$ cat src/rtl/mire_writer_if.sv
// Wishbone bus bundle shared by the mire writer (master) and the SDRAM arbiter (slave).
interface wshb_if #(
  parameter int DATA_BYTES = 4
);
  logic                      cyc;
  logic                      stb;
  logic                      we;
  logic [31:0]               adr;
  logic [8*DATA_BYTES-1:0]   dat_ms;
  logic [8*DATA_BYTES-1:0]   dat_sm;
  logic [DATA_BYTES-1:0]     sel;
  logic [2:0]                cti;
  logic [1:0]                bte;
  logic                      ack;
  logic                      err;
  logic                      rty;

  modport master (
    output cyc, stb, we, adr, dat_ms, sel, cti, bte,
    input  dat_sm, ack, err, rty
  );

  modport slave (
    input  cyc, stb, we, adr, dat_ms, sel, cti, bte,
    output dat_sm, ack, err, rty
  );
endinterface

$ cat src/rtl/mire_writer.sv
// Wishbone master that endlessly writes a white-grid test pattern into the framebuffer in bursts.
// Optional feature macro MIRE_COLOR_EN: non-grid pixels become an x/y colour ramp instead of black.
module mire_writer #(
  parameter int HDISP = 800,
  parameter int VDISP = 480,
  parameter int BURST = 64,
  parameter int PAUSE = 1
) (
  input  logic   sys_clk,
  input  logic   sys_rst,
  wshb_if.master wshb_ifm,
  output logic   frame_done
);
  localparam int CW = 16;
  localparam int BW = (BURST > 1) ? $clog2(BURST) : 1;
  localparam int PW = (PAUSE > 1) ? $clog2(PAUSE) : 1;

  typedef enum logic {ST_WRITE, ST_PAUSE} state_t;

  state_t        state_q, state_d;
  logic [CW-1:0] x_q, x_d, y_q, y_d;
  logic [BW-1:0] bcnt_q, bcnt_d;
  logic [PW-1:0] pcnt_q, pcnt_d;
  logic [31:0]   adr_q, adr_d;
  logic [31:0]   dat_q, dat_d;
  logic          cyc_q, cyc_d;
  logic          frame_done_q, frame_done_d;

  logic accept;
  logic last_x, last_y, last_b, last_p;

  // rty needs no logic: without ack/err the current pixel is simply held.
  logic unused_inputs;
  assign unused_inputs = ^{wshb_ifm.dat_sm, wshb_ifm.rty};

  assign accept = (state_q == ST_WRITE) && (wshb_ifm.ack || wshb_ifm.err);
  assign last_x = (x_q == CW'(HDISP - 1));
  assign last_y = (y_q == CW'(VDISP - 1));
  assign last_b = (bcnt_q == BW'(BURST - 1));
  assign last_p = (pcnt_q == PW'(PAUSE - 1));

  always_comb begin
    state_d      = state_q;
    x_d          = x_q;
    y_d          = y_q;
    bcnt_d       = bcnt_q;
    pcnt_d       = pcnt_q;
    adr_d        = adr_q;
    dat_d        = dat_q;
    cyc_d        = cyc_q;
    frame_done_d = 1'b0;

    case (state_q)
      ST_WRITE: begin
        if (accept) begin
          if (last_x) begin
            x_d = '0;
            if (last_y) begin
              y_d          = '0;
              adr_d        = 32'd0;
              frame_done_d = 1'b1;
            end else begin
              y_d   = y_q + CW'(1);
              adr_d = adr_q + 32'd4;
            end
          end else begin
            x_d   = x_q + CW'(1);
            adr_d = adr_q + 32'd4;
          end

          if (last_b) begin
            bcnt_d  = '0;
            state_d = ST_PAUSE;
            cyc_d   = 1'b0;
          end else begin
            bcnt_d = bcnt_q + BW'(1);
          end

          // Data is precomputed for the next pixel so it is ready when stb is presented.
          if (x_d[3:0] == 4'd0 || y_d[3:0] == 4'd0) begin
            dat_d = 32'h00FF_FFFF;
          end else begin
`ifdef MIRE_COLOR_EN
            dat_d = {8'h00, x_d[7:0], y_d[7:0], 8'h80};
`else
            dat_d = 32'h0000_0000;
`endif
          end
        end
      end

      ST_PAUSE: begin
        if (last_p) begin
          pcnt_d  = '0;
          state_d = ST_WRITE;
          cyc_d   = 1'b1;
        end else begin
          pcnt_d = pcnt_q + PW'(1);
        end
      end

      default: begin
        state_d = ST_PAUSE;
        cyc_d   = 1'b0;
      end
    endcase
  end

  always_ff @(posedge sys_clk) begin
    if (sys_rst) begin
      state_q      <= ST_PAUSE;
      x_q          <= '0;
      y_q          <= '0;
      bcnt_q       <= '0;
      pcnt_q       <= '0;
      adr_q        <= 32'd0;
      dat_q        <= 32'h00FF_FFFF;
      cyc_q        <= 1'b0;
      frame_done_q <= 1'b0;
    end else begin
      state_q      <= state_d;
      x_q          <= x_d;
      y_q          <= y_d;
      bcnt_q       <= bcnt_d;
      pcnt_q       <= pcnt_d;
      adr_q        <= adr_d;
      dat_q        <= dat_d;
      cyc_q        <= cyc_d;
      frame_done_q <= frame_done_d;
    end
  end

  assign wshb_ifm.cyc    = cyc_q;
  assign wshb_ifm.stb    = cyc_q;
  assign wshb_ifm.we     = 1'b1;
  assign wshb_ifm.adr    = adr_q;
  assign wshb_ifm.dat_ms = dat_q;
  assign wshb_ifm.sel    = 4'hF;
  assign wshb_ifm.cti    = 3'b000;
  assign wshb_ifm.bte    = 2'b00;
  assign frame_done      = frame_done_q;
endmodule

$ cat src/flat_wrapper.sv
// flat-port wrapper written by rule: the top's interface ports become plain ports
module mire_writer_flat 
#(
  parameter int HDISP = 800,
  parameter int VDISP = 480,
  parameter int BURST = 64,
  parameter int PAUSE = 1
)
  (sys_clk, sys_rst, frame_done, wshb_ifm_cyc, wshb_ifm_stb, wshb_ifm_we, wshb_ifm_adr, wshb_ifm_dat_ms, wshb_ifm_sel, wshb_ifm_cti, wshb_ifm_bte, wshb_ifm_dat_sm, wshb_ifm_ack, wshb_ifm_err, wshb_ifm_rty);
  wshb_if #(.DATA_BYTES(4)) wshb_ifm_i ();
  input  logic sys_clk;
  input  logic sys_rst;
  output logic frame_done;
  output wire logic [$bits(wshb_ifm_i.cyc)-1:0] wshb_ifm_cyc;
  output wire logic [$bits(wshb_ifm_i.stb)-1:0] wshb_ifm_stb;
  output wire logic [$bits(wshb_ifm_i.we)-1:0] wshb_ifm_we;
  output wire logic [$bits(wshb_ifm_i.adr)-1:0] wshb_ifm_adr;
  output wire logic [$bits(wshb_ifm_i.dat_ms)-1:0] wshb_ifm_dat_ms;
  output wire logic [$bits(wshb_ifm_i.sel)-1:0] wshb_ifm_sel;
  output wire logic [$bits(wshb_ifm_i.cti)-1:0] wshb_ifm_cti;
  output wire logic [$bits(wshb_ifm_i.bte)-1:0] wshb_ifm_bte;
  input wire logic [$bits(wshb_ifm_i.dat_sm)-1:0] wshb_ifm_dat_sm;
  input wire logic [$bits(wshb_ifm_i.ack)-1:0] wshb_ifm_ack;
  input wire logic [$bits(wshb_ifm_i.err)-1:0] wshb_ifm_err;
  input wire logic [$bits(wshb_ifm_i.rty)-1:0] wshb_ifm_rty;
  assign wshb_ifm_cyc = wshb_ifm_i.cyc;
  assign wshb_ifm_stb = wshb_ifm_i.stb;
  assign wshb_ifm_we = wshb_ifm_i.we;
  assign wshb_ifm_adr = wshb_ifm_i.adr;
  assign wshb_ifm_dat_ms = wshb_ifm_i.dat_ms;
  assign wshb_ifm_sel = wshb_ifm_i.sel;
  assign wshb_ifm_cti = wshb_ifm_i.cti;
  assign wshb_ifm_bte = wshb_ifm_i.bte;
  assign wshb_ifm_i.dat_sm = wshb_ifm_dat_sm;
  assign wshb_ifm_i.ack = wshb_ifm_ack;
  assign wshb_ifm_i.err = wshb_ifm_err;
  assign wshb_ifm_i.rty = wshb_ifm_rty;
  mire_writer #(.HDISP(HDISP), .VDISP(VDISP), .BURST(BURST), .PAUSE(PAUSE)) u_core (.sys_clk(sys_clk), .sys_rst(sys_rst), .wshb_ifm(wshb_ifm_i), .frame_done(frame_done));
endmodule
$ cat config.mk
export PLATFORM = sky130hd
export DESIGN_NAME = mire_writer_flat
export DESIGN_NICKNAME = d
export VERILOG_FILES = /design/src/rtl/mire_writer_if.sv /design/src/rtl/mire_writer.sv /design/src/flat_wrapper.sv
export SDC_FILE = /design/constraint.sdc
export NUM_CORES = 1
export LEC_CHECK = 0
export ABC_AREA = 1
export BUFFER_PORTS_ARGS = -buffer_cell sky130_fd_sc_hd__buf_4
export CAP_MARGIN = 20
export CORE_MARGIN = 4
export CORE_UTILIZATION = 30
export CTS_BUF_LIST = sky130_fd_sc_hd__clkbuf_16
export DETAILED_ROUTE_END_ITERATION = 7
export SYNTH_ARGS = -nofsm -noshare
export SYNTH_HDL_FRONTEND = slang
export SYNTH_SLANG_ARGS = --single-unit
$ cat constraint.sdc
create_clock -name sys_clk -period 1.6 [get_ports sys_clk]
set_input_delay 0.4 -clock sys_clk [delete_from_list [all_inputs] [get_ports sys_clk]]
set_output_delay 0.4 -clock sys_clk [all_outputs]
set_load 0.005 [all_outputs]
After elaboration in Yosys (flattened, before gate mapping)

Cells that the tools add are included.

Input port bits: 37
Memories: 0
Flip-flop bits (word level): 106
Bits in read-only memories: 0
Output and inout port bits: 77
Word-level logic and storage cells: 55
Memory bits (writable): 0
Latch bits: 0

$add $sub $neg: 5
Reduce and logical (&&, ||, !) cells: 9
Shifts and indexed selects: 0
Eq/ne operators: 7
$lt $le $gt $ge: 0
Muxes and demuxes: 21
Div/mod/pow operators: 0
Bitwise logic cells: 3
Multiply operators: 0

Operator list:

| kind                                                  | count |
|---|---|
| 2-to-1 mux 16 bit                                     | 7 |
| 2-to-1 mux 32 bit                                     | 2 |
| adder 16 x 1 -> 16 bit, second input constant         | 2 |
| adder 32 x 3 -> 32 bit, second input constant         | 1 |
| 2-to-1 mux 24 bit                                     | 1 |
| == test 16 x 10 -> 1 bit, second input constant       | 1 |
| == test 16 x 9 -> 1 bit, second input constant        | 1 |
| zero test 4 bit                                       | 2 |
| 2-to-1 mux 1 bit                                      | 8 |
| adder 6 x 1 -> 6 bit, second input constant           | 1 |
| == test 6 bit, second input constant                  | 1 |
| 2-to-1 mux 6 bit                                      | 1 |
| AND reduction 3 bit                                   | 2 |
| inequality test 2 x 1 -> 1 bit, second input constant | 2 |
| one-hot mux 1 bit (2 select lines)                    | 2 |
| OR reduction 4 bit                                    | 1 |
| inequality test 3 x 2 -> 1 bit, second input constant | 1 |
| inverter 1 bit                                        | 3 |
| logical OR 1 bit                                      | 2 |
| inequality test 2 bit, second input constant          | 1 |
| AND reduction 2 bit                                   | 1 |
| adder 1 bit, second input constant                    | 1 |
| logical AND 1 bit                                     | 1 |

Logic depth before layout (Yosys ltp)

Gate-level depths: netlist (run 1).

Depth after elaboration: 8
Depth in mapped cells: 12
Mapped depth without buffers: 11

Least setup slack after synthesis (run 1)

Ideal clock, no wire load.

Kind: register to register
Start: register u_core.y_q[0]
End: register u_core.y_q[4]
Period minus slack after synthesis: 1606 ps
Stages on the path, launching flop included: 12
Buffers on the path: 1
Slack: -6 ps
Arrival: 1488 ps
Required time: 1482 ps
Library setup time: 118 ps
Cell sequence: dfxtp_1 ha_1 nand2_2 nor2_4 nand3_2 nor2_4 nand3_4 nand2_4 inv_4 buf_6 nand2_1 nor2_1

Cells in the longest elaborated chain, start to end: 5
Elaborated cells on any way between the ends: 6
Those cells by class: 1 x add/sub; 1 x eq/ne; 4 x mux

Ends and longest elaborated chain:

| what                                                              | RTL line                             | source |
|---|---|---|
| start: declaration                                                | mire_writer.sv:21                    | `logic [CW-1:0] x_q, x_d, y_q, y_d;` |
| start signal: assignment                                          | mire_writer.sv:123                   | `y_q <= y_d;` |
| adder 16 x 1 -> 16 bit or == test 16 x 9 -> 1 bit (tied branches) | mire_writer.sv:63, mire_writer.sv:38 |  |
| 2-to-1 mux 16 bit (*)                                             | mire_writer.sv:58                    | `if (last_y) begin` |
| 2-to-1 mux 16 bit (*)                                             | mire_writer.sv:56                    | `if (last_x) begin` |
| 2-to-1 mux 16 bit (*)                                             | mire_writer.sv:55                    | `if (accept) begin` |
| 2-to-1 mux 16 bit (*)                                             | mire_writer.sv:53                    | `case (state_q)` |

Every way passes the cells marked *; elsewhere a longest branch is shown, timed or not. The select of a mux whose other input is x is not followed.
A chain may end at the register's enable or synchronous reset.

Worst setup path after layout (run 1)

Start: register u_core.x_q[1]
End: register u_core.adr_q[31] (netlist: u_core.wshb_ifm.adr[31])

Cells in the longest elaborated chain, start to end: 2

Ends and longest elaborated chain:

| what                     | RTL line           | source |
|---|---|---|
| start: declaration       | mire_writer.sv:21  |  |
| start signal: assignment | mire_writer.sv:112 | `x_q <= '0;` |
| start signal: assignment | mire_writer.sv:122 | `x_q <= x_d;` |
| == test 16 x 10 -> 1 bit | mire_writer.sv:37  | `assign last_x = (x_q == CW'(HDISP - 1));` |
| 2-to-1 mux 32 bit        | mire_writer.sv:56  |  |
| end signal: assignment   | mire_writer.sv:126 | `adr_q <= adr_d;` |
| end: declaration         | mire_writer.sv:24  | `logic [31:0] adr_q, adr_d;` |

Every way passes these cells.

==> run metrics, run 1 <==
final hold vios 0; die width 130 um; n_diodes 0; worst skew pair latency 340 ps; Row Count 44; worst r2r src u_core.x_q[1]; DR vias/cell 4.53; Pwr Density 671 mW/mm2; Yosys cell types 34; yosys warns 0; Post-Synthesis Cells 712; crit-path max FO 7; clock sink count 72; Max Clk Rate 609 MHz; failing checks negative setup slack; reg2reg end u_core.wshb_ifm.adr[31]; GR Util All Layers 13.8%; clk slew on worst S/H paths 60 ps; crit path capture type flip-flop; die area 0.0169 mm2; CP Launch Type flip-flop; vias post-DR 4550; smallest hold slack 484 ps; Max Slew Vio Count 0; Remaining DRCs 0; CTS tree built; R2R depth 11; Critical Path AT 1880 ps; final worst path period share 103%; routability cong. 0.886; most frequent cells in the layout nand2_1 (169), buf_4 (126), nor2_1 (113); setup slack after layout -42.5 ps; Seq cells post-synth 72; starting density of the core 30.6%; Inserted Clock Buffers 9; Peak VDD IR 0.000504 V; routed len/inst 11.5 um; Crit. Startpoint u_core.x_q[1]; HPWL Detailed 8730 um; Leak 2.61 nW; aggregate global routing overflow 0; DRT Wirelength 11600 um; kind of critical path flip-flop to flip-flop; Area growth syn-to-layout 33.3%; cts hold-fix bufs 0; htree depth 3; Core Region 0.0145 mm2; CP endpoint u_core.wshb_ifm.adr[31]; unrepaired setup endpoints after global routing true; skew final 6.40 ps; share of cells above drive strength 1 27.4%; Root Driver clkbuf_16; largest net degree at the start of global routing 25; max-capacitance violation count 0; antenna violations before repair 0; run status finished, violations left; fin crit period 1640 ps; number of port buffers 60; Worst Hold Class flip-flop to flip-flop; R2R Setup Slk -40 ps; Post-Place Cell Area 0.00530 mm2; Layout Nets 858; Post-Syn Area 0.00445 mm2; first-pass GRT wire length 19000 um; maximum root-to-sink buffer count 2; Seq/Total Area, Yosys 32.4%; setup TNS -512 ps; Initial DRC Count 223; Post-DRT Antenna Nets 0; commonest non-fill, non-tap cell in the layout nand2_1; Ports 114; Critical Path RT 1830 ps; Die Y 130 um; number of global-route vias before repair 4120; final setup fails 22; fin area 0.00594 mm2; Mean Syn Cell Area 6.26 um2; drt first pass iters 4
==> through the flow <==
step | setup WS, ps | cells | power (W) | utilization (%)
2_1_floorplan | 30.7 | 730 | 0.00212 | -
3_3_place_gp | -73.6 | 978 | 0.00220 | 36.4
3_5_place_dp | -79.7 | 978 | 0.00220 | 36.4
4_1_cts | 1.42 | 998 | 0.00403 | 38.9
5_1_grt | -128 | 1005 | 0.00416 | 40.9
6_report | -42.5 | 1005 | 0.00399 | 40.9
==> Yosys cell counts <==
| cell type | count | area share, % |
|---|---|---|
| inv_1 | 76 | 6.4 |
| and3_1 | 1 | 0.14 |
| nand2_2 | 2 | 0.28 |
| nand2_4 | 1 | 0.25 |
| conb_1 | 2 | 0.17 |
| buf_4 | 45 | 7.6 |
| nand3_1 | 54 | 6.1 |
| buf_6 | 2 | 0.51 |
| a31o_2 | 1 | 0.20 |
| clkbuf_1 | 5 | 0.42 |
| nor3b_1 | 2 | 0.34 |
| nand3_2 | 1 | 0.22 |
| xnor2_1 | 2 | 0.39 |
| nor2_4 | 5 | 1.3 |
| nor2_1 | 135 | 11 |
| a31oi_1 | 1 | 0.14 |
| ha_1 | 4 | 1.1 |
| nand4_1 | 27 | 3.8 |
| or2_2 | 1 | 0.14 |
| dfxtp_1 | 72 | 32 |
| nor3_1 | 19 | 2.1 |
| inv_4 | 1 | 0.14 |
| nand3_4 | 1 | 0.39 |
| o21ai_0 | 11 | 1.2 |
| inv_2 | 1 | 0.084 |
| buf_2 | 5 | 0.56 |
| nand2_1 | 185 | 16 |
| a21oi_1 | 29 | 3.3 |
| xor2_1 | 7 | 1.4 |
| o31ai_1 | 1 | 0.17 |
| nor2_2 | 6 | 0.84 |
| o21bai_1 | 2 | 0.34 |
| o22ai_1 | 2 | 0.28 |
| and2_1 | 3 | 0.42 |
==> critical path: stages (launching register included) <==
cell	delay [ps]
dfxtp_2	350
ha_4	150
nand2_4	60
nor2_4	120
nand2_2	70
nor2_4	190
buf_6	130
nand3_4	110
nand2_8	150
clkinv_8	90
nand2_2	80
nor2_2	30
==> how the worst min path moves through the flow <==
| stage | endpoint | start | cells after the start |
|---|---|---|---|
| after global placement | u_core.bcnt_q[2] | u_core.bcnt_q[2] | 2 |
| after CTS | u_core.bcnt_q[2] | u_core.bcnt_q[2] | 2 |
| final | u_core.bcnt_q[2] | u_core.bcnt_q[2] | 2 |
| after detailed placement | u_core.bcnt_q[2] | u_core.bcnt_q[2] | 2 |
| after global routing | u_core.bcnt_q[2] | u_core.bcnt_q[2] | 2 |
| after floorplan | u_core.bcnt_q[2] | u_core.bcnt_q[2] | 2 |
==> cell type report <==
type	count	area (um2)
sequential	72	1450
clock buffer	9	225
fill	1581	8600
timing repair inverter	1	8.76
inverter	78	308
timing repair buffer	131	1030
clock inverter	6	30.0
multi-input combinational	524	2660
tap	184	230
==> metal layers <==
layer / up-vias / part of all wire [%] / GRT usage [%]
met2: 98 / 45 / 22.0
met3: 11 / 4.9 / 2.54
met4: 0 / 1.4 / 5.01
met5: - / 0 / 0
li1: 2407 / - / -
met1: 2034 / 48 / 18.8
==> logic make-up after synthesis <==
group / synth area share [%]
buf+inv: 15.7
xor+xnor: 1.77
simple gates: 43.3
other cells: 0.169
fa+ha+maj: 1.12
compound gates: 5.62
flops: 32.4
==> state kept, by name (all words and copies together) (netlist names) <==
signal                  flops
u_core.wshb_ifm.dat_ms      1
u_core.y_q                 16
u_core.x_q                 16
u_core.frame_done           1
u_core.bcnt_q               6
u_core.state_q              1
u_core.wshb_ifm.cyc         1
u_core.wshb_ifm.adr        30
==> power breakdown <==
part / switching [W] / internal [W] / total, W
Sequential: 0.0000197 / 0.00182 / 0.00184
Clock: 0.000774 / 0.00102 / 0.00179
Combinational: 0.000190 / 0.000164 / 0.000354
==> what timing repair did <==
item	in CTS	in global routing
buffers inserted	5	5
pin swaps	7	24
gates cloned	0	2
gates resized for setup	20	64
endpoints found under the setup margin	43	53
endpoints found under the hold margin	0	0
No activity file was read; power rests on OpenSTA's default activity.
==> run 2: changes to the inputs <==
==> constraint.sdc (replaced) <==
create_clock -name sys_clk -period 1.8 [get_ports sys_clk]
set_input_delay 0.45 -clock sys_clk [delete_from_list [all_inputs] [get_ports sys_clk]]
set_output_delay 0.45 -clock sys_clk [all_outputs]
set_load 0.005 [all_outputs]
==> run 2 against run 1 <==
  * The flow now finishes without violations
  * Largest power group unchanged
  * Critical path depth decreased by 1
  * Utilization decreased by 4.2 points
  * Clock skew about the same
  * Non-clock buffer count decreased by 42
  * Sequential power decreased by 11%
  * Wire length decreased by 5.4%
  * Critical path type unchanged
  * Final cell count decreased by 4.2%
==> run metrics, run 2 (synthesis results as in run 1) <==
CTS tree built; Die Y 130 um; GR Util All Layers 13.1%; htree depth 3; Post-DRT Antenna Nets 0; final setup fails 0; aggregate global routing overflow 0; n_diodes 0; Ports 114; Post-Place Cell Area 0.00501 mm2; die area 0.0169 mm2; relative slew slack 65.5%; share of cells above drive strength 1 16.7%; R2R depth 10; max-capacitance violation count 0; Area growth syn-to-layout 19.6%; Inserted Clock Buffers 9; setup TNS 0 ps; worst skew pair latency 340 ps; DR vias/cell 4.51; worst r2r src u_core.x_q[0]; max FFs per register 30; Placed Cells 944; run status complete, no violations; largest net degree at the start of global routing 25; final hold vios 0; Critical Path RT 2040 ps; Max Slew Vio Count 0; maximum root-to-sink buffer count 2; drt first pass iters 5; clock sink count 72; most frequent cells in the layout nand2_1 (182), nor2_1 (135), buf_4 (88); Peak VDD IR 0.000325 V; Pwr Density 658 mW/mm2; fin crit period 1620 ps; Max Clk Rate 618 MHz; HPWL Detailed 8230 um; skew final 6.02 ps; number of global-route vias before repair 3863; Worst Hold Class flip-flop to flip-flop; Layout Nets 815; commonest non-fill, non-tap cell in the layout nand2_1; crit-path max FO 14; crit path capture type flip-flop; worst slew pin tran 514 ps; Row Count 44; Remaining DRCs 0; kind of critical path flip-flop to flip-flop; first-pass GRT wire length 17900 um; hold_sp u_core.bcnt_q[2]; reg2reg end u_core.wshb_ifm.adr[31]; cts hold-fix bufs 0; fin cells 963; routability cong. 0.845; Core Region 0.0145 mm2; Total Power 0.00351 W; clk slew on worst S/H paths 60 ps; antenna violations before repair 0; R2R Setup Slk 180 ps; Initial DRC Count 251; routed len/inst 11.4 um; DRT Wirelength 11000 um; unrepaired setup endpoints after global routing false; number of port buffers 60; Root Driver clkbuf_16; Crit. Startpoint u_core.x_q[0]; final worst path period share 89.8%; Critical Path AT 1860 ps; fin area 0.00533 mm2; CP endpoint u_core.wshb_ifm.adr[31]; starting density of the core 30.6%; Leak 2.32 nW; vias post-DR 4341; CP Launch Type flip-flop; die width 130 um
-- run 2: changes by cell type in the layout (fill, tap and decap cells not counted), moves of 5 or more --
cell | previous run | this run
nand3_2 | 7 | 1
nor2_2 | 17 | 5
nor2_4 | 17 | 7
nor3_1 | 13 | 18
nor2_1 | 113 | 135
buf_4 | 126 | 88
nand3_1 | 48 | 54
nor3_2 | 6 | 1
nand2_2 | 13 | 4
nand2_1 | 169 | 182
-- run 2: where the power goes --
group | leakage (nW) | internal [W] | switching (W)
Clock | 0.128 | 0.000916 | 0.000687
Combinational | 1.61 | 0.000120 | 0.000152
Sequential | 0.583 | 0.00162 | 0.0000150
Total | 2.32 | 0.00265 | 0.000854
-- run 2: how the worst min path moves through the flow --
stage	to	depth (start not counted)	slack, ps
2_1_floorplan	u_core.bcnt_q[2]	2	440
3_3_place_gp	u_core.bcnt_q[2]	2	460
3_5_place_dp	u_core.bcnt_q[2]	2	460
4_1_cts	u_core.bcnt_q[2]	2	470
5_1_grt	u_core.bcnt_q[2]	2	490
6_report	u_core.bcnt_q[2]	2	470
-- run 2: layout make-up --
| class | count | area [um2] |
|---|---|---|
| timing repair buffer | 89 | 681 |
| sequential | 72 | 1440 |
| multi-input combinational | 524 | 2410 |
| clock inverter | 7 | 38.8 |
| inverter | 78 | 295 |
| clock buffer | 9 | 225 |
| fill | 1585 | 9210 |
| tap | 184 | 230 |
-- run 2: routing by layer --
metal | GRT usage, % | up-vias | wire length [um]
met3 | 2.09 | 11 | 591
met5 | 0 | - | 0
met2 | 20.4 | 113 | 4810
met1 | 17.6 | 1900 | 5350
li1 | - | 2317 | -
met4 | 6.17 | 0 | 211
-- run 2: per-stage QoR --
stage / hold WS [ps] / utilization [%] / setup slack [ps]
6_report: 468 / 36.7 / 183
5_1_grt: 492 / 36.7 / 14.7
4_1_cts: 471 / 36.3 / 34.6
3_5_place_dp: 460 / 34.5 / 44.7
3_3_place_gp: 462 / 34.5 / 61.0
2_1_floorplan: 442 / - / 194
-- run 2: worst max-delay path, stage by stage, from the launching register on --
cell,delay [ps]
dfxtp_1,330
ha_1,170
nand2_1,90
nor2_2,140
nand2_1,100
nor2_4,190
nand3_4,120
nand2_4,150
inv_4,110
nand2_1,80
nor2_1,40
-- run 2: timing repair --
| item | in CTS | in global routing |
|---|---|---|
| gates resized for setup | 0 | 8 |
| setup buffers | 0 | 2 |
| setup endpoints to repair | 0 | 30 |
==> run 3: changes to the inputs <==
--- a/config.mk
+++ b/config.mk
@@ -6,7 +6,7 @@
 export NUM_CORES = 1
 export LEC_CHECK = 0
 export ABC_AREA = 1
-export BUFFER_PORTS_ARGS = -buffer_cell sky130_fd_sc_hd__buf_4
+export BUFFER_PORTS_ARGS = -buffer_cell sky130_fd_sc_hd__buf_2
 export CAP_MARGIN = 20
 export CORE_MARGIN = 4
 export CORE_UTILIZATION = 30
==> constraint.sdc (replaced) <==
create_clock -name sys_clk -period 1.8 [get_ports sys_clk]
set_input_delay 0.09 -clock sys_clk [delete_from_list [all_inputs] [get_ports sys_clk]]
set_output_delay 0.09 -clock sys_clk [all_outputs]
set_load 0.005 [all_outputs]
==> run 3 against run 2 <==
  * Combinational power fell by 17%
  * Sequential share of layout area increased by 1.1 points
  * Utilization shrank 1.4 points
  * Register-to-register slack lost 20 ps
  * Sequential cell count is the same
  * First-iteration DRC count shrank 7.6%
  * Global-route usage is essentially flat
  * Clock skew increased by 2.1 ps
  * Critical endpoint is now u_core.wshb_ifm.adr[27]
==> run metrics, run 3 (synthesis results as in run 1) <==
Row Count 44; smallest hold slack 199 ps; HPWL Detailed 8080 um; DRT Wirelength 10700 um; Initial DRC Count 232; die width 130 um; fin area 0.00513 mm2; max-capacitance violation count 0; Max Clk Rate 610 MHz; largest net degree at the start of global routing 26; drt first pass iters 5; number of global-route vias before repair 3747; GR Util All Layers 13.0%; most frequent cells in the layout nand2_1 (182), nor2_1 (135), inv_1 (78); share of cells above drive strength 1 15.4%; clock sink count 72; routability cong. 0.839; worst skew pair latency 330 ps; fin crit period 1640 ps; clk slew on worst S/H paths 60 ps; register area 0.00144 mm2; crit path capture type flip-flop; run status complete, no violations; vias post-DR 4326; Pwr Density 697 mW/mm2; Inserted Clock Buffers 9; final hold vios 0; Die Y 130 um; Post-Place Cell Area 0.00482 mm2; Area growth syn-to-layout 15.1%; n_diodes 0; final setup fails 0; maximum root-to-sink buffer count 2; Placed Cells 938; aggregate global routing overflow 0; crit-path max FO 9; die area 0.0169 mm2; number of port buffers 60; worst slew pin tran 576 ps; htree depth 3; Post-DRT Antenna Nets 0; final worst path period share 91.0%; DR vias/cell 4.53; Peak VDD IR 0.000366 V; skew final 8.15 ps; Leak 2.27 nW; starting density of the core 30.6%; antenna violations before repair 0; Remaining DRCs 0; fin cells 955; CTS tree built; CP Launch Type flip-flop; Core Region 0.0145 mm2; first-pass GRT wire length 17900 um; Layout Nets 807; Critical Path RT 2070 ps; area of the multi-input gates 0.00240 mm2; max FFs per register 30; FILL cells 1607; relative slew slack 61.5%; commonest non-fill, non-tap cell in the layout nand2_1; Max Slew Vio Count 0; routed len/inst 11.2 um; Ports 114; Root Driver clkbuf_16; kind of critical path flip-flop to flip-flop; Critical Path AT 1910 ps; Worst Hold Class input pin to flip-flop
-- run 3: cell count changes in the layout (fill, tap and decap cells not counted), sizes merged --
cell,change
inv,+2
clkinvlp,-2
nor2,-1
bufinv,+1
buf,-7
clkinv,-1
-- run 3: what timing repair did --
action	4_1_cts	5_1_grt
resized for setup	0	7
buffers inserted	0	1
hold buffers	0	0
setup endpoints to repair	0	23
-- run 3: cell type report --
class	instances	share of cell area (%)
multi-input combinational	523	46.8
sequential	72	28.2
timing repair buffer	82	9.32
inverter	78	5.76
tap	184	4.49
clock buffer	9	4.39
clock inverter	7	1.07
-- run 3: worst paths after layout --
check                                       startpoint                      end  slack [ps]  depth (start not counted)
worst min-delay path                           sys_rst           u_core.y_q[15]         200                          3
worst max register to register  u_core.wshb_ifm.adr[7]  u_core.wshb_ifm.adr[27]         160                          8
worst min register to register        u_core.bcnt_q[2]         u_core.bcnt_q[2]         470                          2
worst max-delay path            u_core.wshb_ifm.adr[7]  u_core.wshb_ifm.adr[27]         160                          8
-- run 3: routing by layer --
metal | routed length [um] | track usage, % | vias to the layer above
li1 | - | - | 2306
met1 | 5260 | 18.1 | 1896
met2 | 4770 | 20.0 | 116
met3 | 539 | 2.50 | 8
met4 | 155 | 4.77 | 0
met5 | 0 | 0 | -
-- run 3: power breakdown --
group	internal, W	leakage [nW]	total (W)	switching [W]
combinational	0.0000862	1.54	0.000225	0.000139
clock	0.00105	0.147	0.00171	0.000660
sequential	0.00162	0.583	0.00164	0.0000240
-- run 3: per-stage QoR --
stage	total power (W)	setup TNS [ps]	setup slack, ps	util, %
floorplan	0.00189	0	194	-
global placement	0.00190	0	119	33.2
detailed placement	0.00190	0	89.0	33.2
CTS	0.00361	0	74.5	35.1
global route	0.00373	-3.81	-3.81	35.3
finish	0.00357	0	162	35.3
-- run 3: worst max-delay path, cell delays in order (launching register included) --
cell,delay (ps)
dfxtp_1,400
nand2_1,120
nor2_1,240
nand4_1,240
nor2_4,280
nand3_1,100
nand2_1,70
inv_1,30
nor2_1,90
